**src/rtl/vec_product_feeder.sv**
```systemverilog
// vec_product_feeder: streams A[i]*B[i] or A[i]^B[i] from two operand RAMs over valid/ready
//   clk        rising-edge clock
//   reset      asynchronous active-low reset
//   wr_en/wr_sel/wr_addr/wr_data  operand RAM write port (A when wr_sel=0, B when 1), IDLE only
//   start/op_xor                  begin a stream; op_xor latched at start (0 multiply, 1 xor)
//   busy                          high outside IDLE
//   out_valid/out_ready/out_data/out_last  element result stream, last flags element N-1
//   done                          one-cycle pulse after the last word is accepted
module vec_product_feeder #(
    parameter int N  = 16,
    parameter int DW = 8,
    parameter int AW = 4
) (
    input  logic          clk,
    input  logic          reset,
    input  logic          wr_en,
    input  logic          wr_sel,
    input  logic [AW-1:0] wr_addr,
    input  logic [DW-1:0] wr_data,
    input  logic          start,
    input  logic          op_xor,
    output logic          busy,
    output logic          out_valid,
    input  logic          out_ready,
    output logic [2*DW-1:0] out_data,
    output logic          out_last,
    output logic          done
);
    localparam int OW = 2 * DW;
    localparam logic [AW-1:0] LAST = AW'(N - 1);

    typedef enum logic [2:0] {IDLE, RD, CAP, STREAM, DONE} state_t;

    state_t        state;
    logic [AW-1:0] idx;
    logic          op_q;
    logic [DW-1:0] ram_a [N];
    logic [DW-1:0] ram_b [N];
    logic [DW-1:0] q_a, q_b;
    logic [OW-1:0] result;

    // RAM contents survive reset; the read port is sampled every cycle and is consumed in CAP.
    always_ff @(posedge clk) begin
        if (wr_en && state == IDLE && !wr_sel) ram_a[wr_addr] <= wr_data;
        if (wr_en && state == IDLE && wr_sel) ram_b[wr_addr] <= wr_data;
        q_a <= ram_a[idx];
        q_b <= ram_b[idx];
    end

    always_comb result = op_q ? {{DW{1'b0}}, q_a ^ q_b} : OW'(q_a) * OW'(q_b);

    always_ff @(posedge clk or negedge reset) begin
        if (!reset) begin
            state     <= IDLE;
            idx       <= '0;
            op_q      <= 1'b0;
            busy      <= 1'b0;
            out_valid <= 1'b0;
            out_data  <= '0;
            out_last  <= 1'b0;
            done      <= 1'b0;
        end else begin
            case (state)
                IDLE: if (start) begin
                    idx   <= '0;
                    op_q  <= op_xor;
                    busy  <= 1'b1;
                    state <= RD;
                end
                RD: state <= CAP;
                CAP: begin
                    out_data  <= result;
                    out_last  <= idx == LAST;
                    out_valid <= 1'b1;
                    state     <= STREAM;
                end
                STREAM: if (out_ready) begin
                    out_valid <= 1'b0;
                    if (idx == LAST) begin
                        done  <= 1'b1;
                        state <= DONE;
                    end else begin
                        idx   <= idx + 1'b1;
                        state <= RD;
                    end
                end
                DONE: begin
                    done  <= 1'b0;
                    busy  <= 1'b0;
                    state <= IDLE;
                end
                default: state <= IDLE;
            endcase
        end
    end
endmodule

```
**config.mk**
```make
export PLATFORM = sky130hd
export DESIGN_NAME = vec_product_feeder
export DESIGN_NICKNAME = d
export VERILOG_FILES = /design/src/rtl/vec_product_feeder.sv
export SDC_FILE = /design/constraint.sdc
export NUM_CORES = 1
export LEC_CHECK = 0
export ABC_AREA = 1
export CAP_MARGIN = 20
export CELL_PAD_IN_SITES_DETAIL_PLACEMENT = 0
export CELL_PAD_IN_SITES_GLOBAL_PLACEMENT = 1
export CORE_ASPECT_RATIO = 2
export CORE_MARGIN = 1.5
export CORE_UTILIZATION = 50
export DETAILED_ROUTE_END_ITERATION = 8
export MAX_ROUTING_LAYER = met4
export PLACE_DENSITY = 0.91
export SLEW_MARGIN = 30
export SYNTH_ARGS = -nofsm -noshare
export SYNTH_HDL_FRONTEND = slang
export SYNTH_SLANG_ARGS = --single-unit
export TNS_END_PERCENT = 100
```
**constraint.sdc**
```tcl
create_clock -name clk -period 4.9 [get_ports clk]
set_clock_uncertainty 0.15 [all_clocks]
set_input_delay 0.735 -clock clk [delete_from_list [all_inputs] [get_ports clk]]
set_output_delay 0.735 -clock clk [all_outputs]
set_load 0.03 [all_outputs]
```
# After elaboration in Yosys (flattened, before gate mapping)
# Memory sizes are Yosys's and may differ from the RTL's. A register that Yosys moved wholly into a read port is not among the register bits.
# Index checks and enable logic that the tools add are counted.
[word_totals]
ff_bits = 28
ramBits = 256
inputBits = 19
out_inout_bits = 20
elab_cells = 57
n_memories = 2
[memory_table]
columns = ["name", "depth", "width", "read_ports", "rd_ports_with_merged_regs", "write_ports", "line", "text"]
rows = [
  ["ram_a", 16, 8, 1, 1, 1, "37", "logic [DW-1:0] ram_a [N];"],
  ["ram_b", 16, 8, 1, 1, 1, "38", "logic [DW-1:0] ram_b [N];"],
]
[op_classes]
addsub = 1
mul = 1
n_eq_ne = 9
mux = 20
n_bitwise = 1
n_reduce_logical = 15
[op_table]
columns = ["cell", "n"]
rows = [
  ["$mul A8 B8 Y16", 1],
  ["$mux W16", 1],
  ["$mux W4", 3],
  ["$pmux W3 S4", 1],
  ["$mux W3", 3],
  ["$mux W1", 8],
  ["$ne A2 B2 Y1 const B", 4],
  ["$pmux W4 S2", 1],
  ["$reduce_and A2 Y1", 4],
  ["$reduce_bool A2 Y1", 4],
  ["$xor A8 B8 Y8", 1],
  ["$eq A3 B2 Y1 const B", 2],
  ["$pmux W1 S2", 3],
  ["$add A4 B1 Y4 const B", 1],
  ["$eq A4 B4 Y1 const B", 1],
  ["$reduce_and A4 Y1", 1],
  ["$eq A3 B1 Y1 const B", 1],
  ["$eq A3 B3 Y1 const B", 1],
  ["$logic_and A1 B1 Y1", 3],
  ["$logic_not A3 Y1", 1],
  ["$reduce_and A3 Y1", 1],
  ["$logic_not A1 Y1", 1],
]

# Longest topological paths before layout
[logic_depth]
word_depth = 5
ltp_mapped = 20
depth_no_buf = 20

# Worst setup path before layout
# Ideal clock, no wire load.
[synth_timing]
path_kind = "register -> register"
startpoint = "register q_b[2], read port of ram_b"
endpoint = "register out_data[15]"
setup_ps = 117
arrival_time_ps = 3485
required_ps = 4633
slack_ps = 1147
path_stages_with_launch = 18
n_path_buf = 0
period_less_slack_ps = 3753
cell_sequence = "dfxtp_1 > nand2_1 > fa_1 > fa_1 > inv_1 > fa_1 > inv_1 > fa_1 > inv_1 > ha_1 > nand2_1 > nor2_1 > and2_1 > nand2_1 > nand3_1 > nand2_1 > nand3_1 > nand2_1"
[synth_via]
elab_chain_cells = 2
[synth_rtl]
columns = ["element", "line", "text"]
rows = [
  ["start: declaration", "39", "logic [DW-1:0] q_a, q_b;"],
  ["$mul A8 B8 Y16", "50", "always_comb result = op_q ? {{DW{1'b0}}, q_a ^ q_b} : OW'(q_a) * OW'(q_b);"],
  ["$mux W16", "50", ""],
  ["end signal: assignment", "72", "out_data <= result;"],
  ["end: declaration", "25", "output logic [2*DW-1:0] out_data,"],
]
# Every way passes these cells.
# A chain may end at the register's enable or synchronous reset.

# Final worst setup path
[layout_timing]
startpoint = "register q_b[3], read port of ram_b"
endpoint = "register out_data[15]"
# The elaborated chain is that of the path after synthesis.

==> out/summary.txt <==
fill cell count = 2393
I/O pins = 39
top-area cell type share of the netlist area = 54.2%
met3 routed WL = 1350 um
Chip Width = 122 um
number of flops mapped to enable cells by yosys = 256
initial antenna violation count = 0
die area = 29400 um^2
H-tree depth = 1
Yosys warning total = 0
Worst-path clk slew = 0.07 ns
Gate Count Post-Synth = 1316
nets = 1442
drt wl/cell = 20.0 um
Area growth, synth to finish = 10.5%
largest area contributor in the netlist = edfxtp_1
share of layout cells above drive strength 1 = 5.72%
most common cell in the netlist = nand2_1
setup TNS = 0 ns
CP startpoint kind = register
vias = 9549
Critical Path AT = 4.43 ns
dpl ws = 0.772 ns
via/cell ratio = 5.55
CTS tree = yes
area of the multi-input gates = 4570 um^2
maximum clock frequency = 0.243 GHz
CTS Buf Count = 27
fin. max-slew vios = 0
final WL = 34500 um
clk root buf = clkbuf_16
Total GRT Usage = 24.8%
syn_nets = 1416
drc violations = 0
minimum clock period = 4.12 ns
Resize count post-CTS = 0
status = finished clean
Tightest Hold Check Type = register to register
Met1 Routed Length = 11300 um
Initial Util = 50.5%
Rows = 87
relative slew slack = 38.3%
router iterations before antenna repair = 6
worst setup margin = 0.781 ns
hpwl dp = 23200 um
worst skew pair latency = 0.56 ns
vias in the first global route = 9455
Die H = 241 um
sequential share of the synthesized area = 61.4%
maximum clock path buffer count = 3
Commonest cells post-synth = 315 x nand2_1, 256 x edfxtp_1, 149 x inv_1
WP data required = 5.21 ns
global-route wire length before repair = 52100 um
Initial DRC Count = 791
WL met2 = 19400 um
CP Class = register to register
Finish-stage setup viols = 0
Cell variety after synth = 40
Detail Route Antenna Nets = 0
number of max-cap violations = 0
Avg Cell Area, Syn = 10.8 um^2
uppermost layer routed = met4
Synth area leaders = edfxtp_1 54%, nand2_1 8.3%, fa_1 5.1%
GPL Wtd Cong = 0.918
RSZ-0062 raised after global routing = no
Least-Margin Pin Slew = 0.925 ns
CP endpoint kind = register
final std cells w/o fill = 1719
Post-Syn Area = 14200 um^2
Post-CTS Setup Inserts = 0
cts hold-fix bufs = 0
Cells after DPL = 1669
Buffers on Ports = 38
clk sinks = 300
Most used DFF post-synth = edfxtp_1
Seq cells post-synth = 300
Async SR Flop Fraction = 9.33%
n_diodes = 0
crit-path max FO = 8
part of the cycle the worst path needs = 84.1%
Hold Vio Cnt, Final = 0
largest net degree at the start of global routing = 141
area of the core = 28100 um^2
grt ovf = 0
FF+latch area = 8710 um^2
## metal layers
metal / vias up / GRT usage (%)
met5: - / -
met4: 0 / 16.4
met3: 137 / 2.62
met2: 305 / 46.4
met1: 4627 / 23.3
li1: 4480 / -
## worst max-delay path: stages, from the launching register on
cell and delay [ns]:
dfxtp_1 0.52, nand2_1 0.13, fa_1 0.50, fa_1 0.55, inv_1 0.05, fa_1 0.48
inv_1 0.05, fa_1 0.47, inv_1 0.04, ha_1 0.36, nand2_1 0.14, nor2_1 0.14
and2_1 0.14, nand2_1 0.06, nand3_1 0.08, nand2_1 0.05, nand3_1 0.06, nand2_1 0.05
## registers in the layout (all words and copies together), names as in the netlist, 3 cells and up
signal / count
out_data: 16
ram_a: 128
ram_b: 128
q_b: 8
state: 3
q_a: 8
idx: 4
## final cells by class
class,count,area share [%]
Clock inverter,20,1.23
Multi-Input combinational cell,809,29.2
Clock buffer,30,4.39
Sequential cell,300,55.6
Tap cell,356,2.84
Timing Repair Buffer,47,2.89
Inverter,157,3.80
## cell usage in the layout, fill, tap and decap left out, types with 34 or more instances in the layout
cell type,instances
clkdlybuf4s50_1,34
a21oi_1,47
o21ai_0,73
nand2_1,315
edfxtp_1,256
nor2_1,118
nand3_1,69
fa_1,36
ha_1,45
inv_1,149
## stage by stage
| step | hold slack, ns | util (%) | instance area [um^2] |
|---|---|---|---|
| 2_1_floorplan | 0.289 | - | 14200 |
| 3_3_place_gp | 0.313 | 52.7 | 14800 |
| 3_5_place_dp | 0.315 | 52.6 | 14800 |
| 4_1_cts | 0.334 | 55.8 | 15700 |
| 5_1_grt | 0.358 | 55.8 | 15700 |
| 6_report | 0.329 | 55.8 | 15700 |
## cell families (layout without fill, tap and decap cells)
logic type / count (synthesis) / count (layout) / share of synthesized area, %
DFF: 300 / 300 / 61.4
adders and majority gates: 81 / 81 / 9.06
buffers and inverters: 207 / 254 / 6.30
and+or+nand+nor: 536 / 536 / 15.7
xor gates and xnor gates: 4 / 4 / 0.247
AOI/OAI and AO/OA: 188 / 188 / 7.29
## path summary, 6_finish.rpt
path,start,to,slack [ns],cells past startpoint
min in group asynchronous,reset,out_data[14],0.41,2
max in group asynchronous,reset,idx[0],3.86,2
worst max-delay path,q_b[3],out_data[15],0.78,17
worst min register to register,out_data[14],out_data[14],0.33,2
worst max register to register,q_b[3],out_data[15],0.78,17
worst min-delay path,out_data[14],out_data[14],0.33,2
Power is left out: the tool's default activity adds up to more than one toggle a clock period on the data nets, which glitch-free logic cannot reach.
